### src/rtl/cpu_pkg.sv
`default_nettype none
// ============================================================================
// Module      : cpu_pkg
// Description : Shared widths, requester IDs, arbiter state encoding and
//               small id/one-hot helpers for the memory arbiter.
// Revision    : 1.0 - initial release
// ============================================================================
package cpu_pkg;

    localparam int DATA_W  = 16;
    localparam int ADDR_W  = 16;
    localparam int NUM_REQ = 3;

    localparam logic [1:0] REQ_FETCH = 2'd0;
    localparam logic [1:0] REQ_DATA  = 2'd1;
    localparam logic [1:0] REQ_LOAD  = 2'd2;

    typedef logic [1:0] arb_state_t;
    localparam arb_state_t IDLE    = 2'd0;
    localparam arb_state_t ACCESS  = 2'd1;
    localparam arb_state_t RESPOND = 2'd2;

    // Round-robin successor, wrapping the last requester back to fetch.
    function automatic logic [1:0] next_ptr(input logic [1:0] p);
        return (p >= REQ_LOAD) ? REQ_FETCH : p + 2'd1;
    endfunction

    function automatic logic [NUM_REQ-1:0] id_to_onehot(input logic [1:0] id);
        logic [NUM_REQ-1:0] oh;
        oh = '0;
        case (id)
            REQ_FETCH: oh = 3'b001;
            REQ_DATA:  oh = 3'b010;
            REQ_LOAD:  oh = 3'b100;
            default:   oh = '0;
        endcase
        return oh;
    endfunction

    function automatic logic [1:0] onehot_to_id(input logic [NUM_REQ-1:0] oh);
        logic [1:0] id;
        case (oh)
            3'b010:  id = REQ_DATA;
            3'b100:  id = REQ_LOAD;
            default: id = REQ_FETCH;
        endcase
        return id;
    endfunction

endpackage
`default_nettype wire

### src/rtl/rr_pick.sv
`default_nettype none
// ============================================================================
// Module      : rr_pick
// Description : Combinational round-robin picker; first set request at or
//               after the pointer (wrapping) wins.
// Revision    : 1.0 - initial release
// ============================================================================
module rr_pick
    import cpu_pkg::*;
(
    input  logic [NUM_REQ-1:0] req_i,
    input  logic [1:0]         ptr_i,
    output logic [NUM_REQ-1:0] win_o,
    output logic               valid_o
);

    always_comb begin
        logic [1:0] w_cand;
        win_o   = '0;
        valid_o = 1'b0;
        // An out-of-range pointer restarts the search at fetch.
        w_cand  = (ptr_i > REQ_LOAD) ? REQ_FETCH : ptr_i;
        for (int k = 0; k < NUM_REQ; k++) begin
            if (!valid_o && req_i[w_cand]) begin
                win_o   = id_to_onehot(w_cand);
                valid_o = 1'b1;
            end
            w_cand = next_ptr(w_cand);
        end
    end

endmodule
`default_nettype wire

### src/rtl/mem_arbiter.sv
`default_nettype none
// ============================================================================
// Module      : mem_arbiter
// Description : Three-requester round-robin arbiter in front of a single-port
//               synchronous memory; one access per two cycles back-to-back.
// Revision    : 1.0 - initial release
// ============================================================================
module mem_arbiter #(
    parameter int DATA_W = cpu_pkg::DATA_W,
    parameter int ADDR_W = cpu_pkg::ADDR_W
) (
    input  logic                          CLK,
    input  logic                          Reset,
    input  logic [cpu_pkg::NUM_REQ-1:0]   req,
    input  logic [cpu_pkg::NUM_REQ-1:0]   we,
    input  logic [3*ADDR_W-1:0]           addr,
    input  logic [3*DATA_W-1:0]           wdata,
    output logic [cpu_pkg::NUM_REQ-1:0]   gnt,
    output logic [cpu_pkg::NUM_REQ-1:0]   ack,
    output logic [DATA_W-1:0]             rdata,
    output logic                          mem_en,
    output logic                          mem_we,
    output logic [ADDR_W-1:0]             mem_addr,
    output logic [DATA_W-1:0]             mem_wdata,
    input  logic [DATA_W-1:0]             mem_rdata,
    output logic                          busy
);

    cpu_pkg::arb_state_t state_q, state_d;
    logic [1:0]          ptr_q, ptr_d;
    logic [1:0]          id_q, id_d;
    logic                we_q, we_d;
    logic [ADDR_W-1:0]   addr_q, addr_d;
    logic [DATA_W-1:0]   wdata_q, wdata_d;
    logic [DATA_W-1:0]   rdata_q, rdata_d;

    logic [cpu_pkg::NUM_REQ-1:0] w_pick_win;
    logic                        w_pick_valid;
    logic [1:0]                  w_pick_ptr;
    logic                        w_sel_we;
    logic [ADDR_W-1:0]           w_sel_addr;
    logic [DATA_W-1:0]           w_sel_wdata;
    logic                        w_in_access;
    logic                        w_in_respond;

    assign w_in_access  = (state_q == cpu_pkg::ACCESS);
    assign w_in_respond = (state_q == cpu_pkg::RESPOND);

    // Arbitrating in RESPOND already uses the pointer past the current
    // winner, so a requester re-requesting in its ack cycle yields.
    assign w_pick_ptr = w_in_respond ? cpu_pkg::next_ptr(id_q) : ptr_q;

    rr_pick u_rr_pick (
        .req_i   (req),
        .ptr_i   (w_pick_ptr),
        .win_o   (w_pick_win),
        .valid_o (w_pick_valid)
    );

    always_comb begin
        w_sel_we    = 1'b0;
        w_sel_addr  = '0;
        w_sel_wdata = '0;
        for (int i = 0; i < cpu_pkg::NUM_REQ; i++) begin
            if (w_pick_win[i]) begin
                w_sel_we    = we[i];
                w_sel_addr  = addr[i*ADDR_W +: ADDR_W];
                w_sel_wdata = wdata[i*DATA_W +: DATA_W];
            end
        end
    end

    always_comb begin
        logic w_load;
        state_d = state_q;
        ptr_d   = ptr_q;
        id_d    = id_q;
        we_d    = we_q;
        addr_d  = addr_q;
        wdata_d = wdata_q;
        rdata_d = rdata_q;
        w_load  = 1'b0;
        case (state_q)
            cpu_pkg::IDLE: begin
                if (w_pick_valid) begin
                    w_load  = 1'b1;
                    state_d = cpu_pkg::ACCESS;
                end
            end
            cpu_pkg::ACCESS: begin
                state_d = cpu_pkg::RESPOND;
            end
            cpu_pkg::RESPOND: begin
                ptr_d = cpu_pkg::next_ptr(id_q);
                if (!we_q) begin
                    rdata_d = mem_rdata;
                end
                if (w_pick_valid) begin
                    w_load  = 1'b1;
                    state_d = cpu_pkg::ACCESS;
                end else begin
                    state_d = cpu_pkg::IDLE;
                end
            end
            default: begin
                state_d = cpu_pkg::IDLE;
            end
        endcase
        if (w_load) begin
            id_d    = cpu_pkg::onehot_to_id(w_pick_win);
            we_d    = w_sel_we;
            addr_d  = w_sel_addr;
            wdata_d = w_sel_wdata;
        end
    end

    always_ff @(posedge CLK) begin
        if (Reset) begin
            state_q <= cpu_pkg::IDLE;
            ptr_q   <= cpu_pkg::REQ_FETCH;
            id_q    <= cpu_pkg::REQ_FETCH;
            we_q    <= 1'b0;
            addr_q  <= '0;
            wdata_q <= '0;
            rdata_q <= '0;
        end else begin
            state_q <= state_d;
            ptr_q   <= ptr_d;
            id_q    <= id_d;
            we_q    <= we_d;
            addr_q  <= addr_d;
            wdata_q <= wdata_d;
            rdata_q <= rdata_d;
        end
    end

    assign gnt       = w_in_access  ? cpu_pkg::id_to_onehot(id_q) : '0;
    assign ack       = w_in_respond ? cpu_pkg::id_to_onehot(id_q) : '0;
    assign mem_en    = w_in_access;
    assign mem_we    = w_in_access & we_q;
    assign mem_addr  = addr_q;
    assign mem_wdata = wdata_q;
    assign busy      = w_in_access | w_in_respond;
    // Read data is presented combinationally in the ack cycle, then held.
    assign rdata     = (w_in_respond && !we_q) ? mem_rdata : rdata_q;

endmodule
`default_nettype wire

### config.mk
export PLATFORM = sky130hd
export DESIGN_NAME = mem_arbiter
export DESIGN_NICKNAME = d
export VERILOG_FILES = /design/src/rtl/cpu_pkg.sv /design/src/rtl/rr_pick.sv /design/src/rtl/mem_arbiter.sv
export SDC_FILE = /design/constraint.sdc
export NUM_CORES = 1
export LEC_CHECK = 0
export ABC_AREA = 0
export BUFFER_PORTS_ARGS = -buffer_cell sky130_fd_sc_hd__clkbuf_2
export CAP_MARGIN = 10
export CELL_PAD_IN_SITES_DETAIL_PLACEMENT = 1
export CELL_PAD_IN_SITES_GLOBAL_PLACEMENT = 1
export CORE_MARGIN = 5
export CORE_UTILIZATION = 25
export CTS_CLUSTER_DIAMETER = 30
export DETAILED_ROUTE_END_ITERATION = 10
export HOLD_SLACK_MARGIN = 0.06
export PLACE_DENSITY_LB_ADDON = 0.1
export SETUP_SLACK_MARGIN = 0.5
export SYNTH_ARGS = -nofsm -noshare
export SYNTH_HDL_FRONTEND = slang
export SYNTH_SLANG_ARGS = --single-unit
### constraint.sdc
create_clock -name CLK -period 9.85 [get_ports CLK]
set_input_delay 0.985 -clock CLK [delete_from_list [all_inputs] [get_ports CLK]]
set_output_delay 0.985 -clock CLK [all_outputs]
set_load 0.01 [all_outputs]
==> run metrics <==
initial antenna violation count 0; first-pass GRT wire length 17600 um; MaxCap Viol Count 0; layout cells sized above 1 0.4496; DR DRC count 0; Setup Fix Bufs, Post-CTS 0; Critical Path Source state_q[0]; Synth Area in XOR/XNOR 0; die width 121.1 um; fin area 4290 um2; CTS clk-pin slew, worst paths 0.08 ns; startpoint types flop; vias in the first global route 3323; number of synthesis warnings 0; Netlist cell types 51; crit path max fanout 35; largest net degree at the start of global routing 40; Power Density 301.5 nW/um2; Syn-to-layout area delta 39.16%; Leak Pwr 2.092 nW; PortBufs 176; min Tclk post-route 4.322 ns; Simple-Gate Fraction of Synth Area 0.1818; CTS tree yes; Slew Limit Headroom 0.3097; die height 121.1 um; Hold Path Class reg2reg; VDD IR max 0.1070 mV; highest clock rate 231.4 MHz; Placed Area 4070 um2; Final Net Count 621; synth cell count leaders nor2_1, dfxtp_1, a22o_1; crit share post-route 0.4388; initial core utilization 0.2556; Hold Crit Start mem_wdata[5]; HPWL after detailed placement 8655 um; count leader, synth nor2_1; # IOs 177; status completed; core footprint 12060 um2; CP arrival 4.56 ns; antenna-violating nets left 0; top cell type's share of synthesized area 0.3571; Vias 3171; Pwr Total 1.293 mW; Skew-Pair Late Insertion Delay 0.29 ns; post-synthesis sequential area ratio 0.3571; placer congestion estimate 0.7945; count of final max-slew check failures 0; post-cts sizing count 0; Post-CTS Hold Buffers 0; total CTS buffers 5; Post-synth ARST share 0; Final Skew 0.005309 ns; Post-Synthesis Cells 334; EDFF count, synth 0; nature of the critical path endpoint flop; Final Hold Fails 0; Post-Syn Nets 460; Worst-Margin Slew 1.035 ns; #FFs+latches synth 55; Synth area leader dfxtp_1; row cnt 40; Worst Path Required 10.09 ns; number of diodes 0; complex-gate fraction of the synthesized area 0.2934; RSZ-0062 raised after global routing no; post-place setup slack 5.126 ns; syn_area_per_cell 9.230 um2; top post-synthesis cells by area dfxtp_1, o221a_1, nor2_1, a22o_1, mux2_2; initial drt markers 131; Wirelength per Cell 17.04 um; post-synthesis adder-cell area fraction 0.02435; H-tree depth 2; WS Path Type reg2reg; WL final 11310 um; Top FF cell, synth dfxtp_1; Post-Syn Area 3083 um2; GRT overflow 0; die area 14650 um2; Vias per Instance 4.776; Setup WS post-layout 5.528 ns; largest family of logic cells by synthesized area compound AO/OA/AOI/OAI gates; post-route setup TNS 0 ns; Pre-antenna DRT Iters 4; CTS max path bufs 2; post-synthesis mux area share 0.07792; Setup Viol. Count Final 0; reg2reg start state_q[0]; clock root buffer clkbuf_16; WHS 0.5741 ns; total track usage 0.1490; CTS sink cnt 55
[cells by family after synthesis]
family / Yosys count
compound gates: 96
flops: 55
simple gates: 117
mux: 21
fa+ha+maj: 6
buf+inv: 39
[report_power, final]
| group | internal [mW] | switching, mW |
|---|---|---|
| sequential | 0.290 | 0.0363 |
| combinational | 0.315 | 0.423 |
| clock | 0.146 | 0.0839 |
| total | 0.750 | 0.544 |
[cells in the final DEF, fill, tap and decap left out, types with 4 or more instances in the layout]
| cell | n |
|---|---|
| and2_1 | 17 |
| a22o_2 | 5 |
| o221a_1 | 28 |
| a22o_1 | 29 |
| a21oi_1 | 5 |
| o221a_2 | 4 |
| dfxtp_1 | 55 |
| nand2_1 | 6 |
| ha_1 | 6 |
| mux2_2 | 16 |
| clkbuf_2 | 176 |
| nor2_1 | 73 |
| nor3b_1 | 5 |
| inv_1 | 13 |
| clkbuf_16 | 5 |
[path summary, 6_finish.rpt]
kind                   to  slack, ns  depth (start not counted)
max          mem_wdata[2]       5.53                         12
min          mem_wdata[5]       0.57                          2
max reg2reg  mem_wdata[2]       5.53                         12
min reg2reg  mem_wdata[5]       0.57                          2
[area by class of cell]
type	instances	area, um2
Fill cell	1459	7771
Clock buffer	5	125.1
Inverter	13	48.80
Clock inverter	3	67.56
Multi-Input combinational cell	240	1807
Sequential cell	55	1101
Timing Repair Buffer	180	930.9
Tap cell	168	210.2
[through the flow]
stage | cells | util
finish | 664 | 0.3557
floorplan | 334 | -
CTS | 663 | 0.3534
global placement | 655 | 0.3374
detailed placement | 655 | 0.3374
global route | 664 | 0.3557
[registers in the layout, summed over array words and instances, names as in the netlist]
register / count
id_q: 2
mem_addr: 16
mem_wdata: 16
ptr_q: 2
rdata_q: 16
state_q: 2
we_q: 1
[metal layers]
layer,vias to the layer above,part of all wire,global-route usage
met5,-,0,0
met4,0,0.0086,0.03187
met3,8,0.061,0.02984
met2,93,0.49,0.2636
met1,1512,0.44,0.1864
li1,1558,-,-
[worst max-delay path, stage by stage, from the launching register on]
cell and delay (ns):
dfxtp_1 0.34, inv_1 0.10, ha_1 0.39, nor3b_1 0.43, a21oi_1 0.13, inv_1 0.09
ha_1 0.35, mux2_4 0.35, a22o_1 0.26, or4b_4 0.51, a21boi_4 0.79, a22o_1 0.31
o221a_1 0.18
Note: power is estimated with default switching activity, not from simulation.
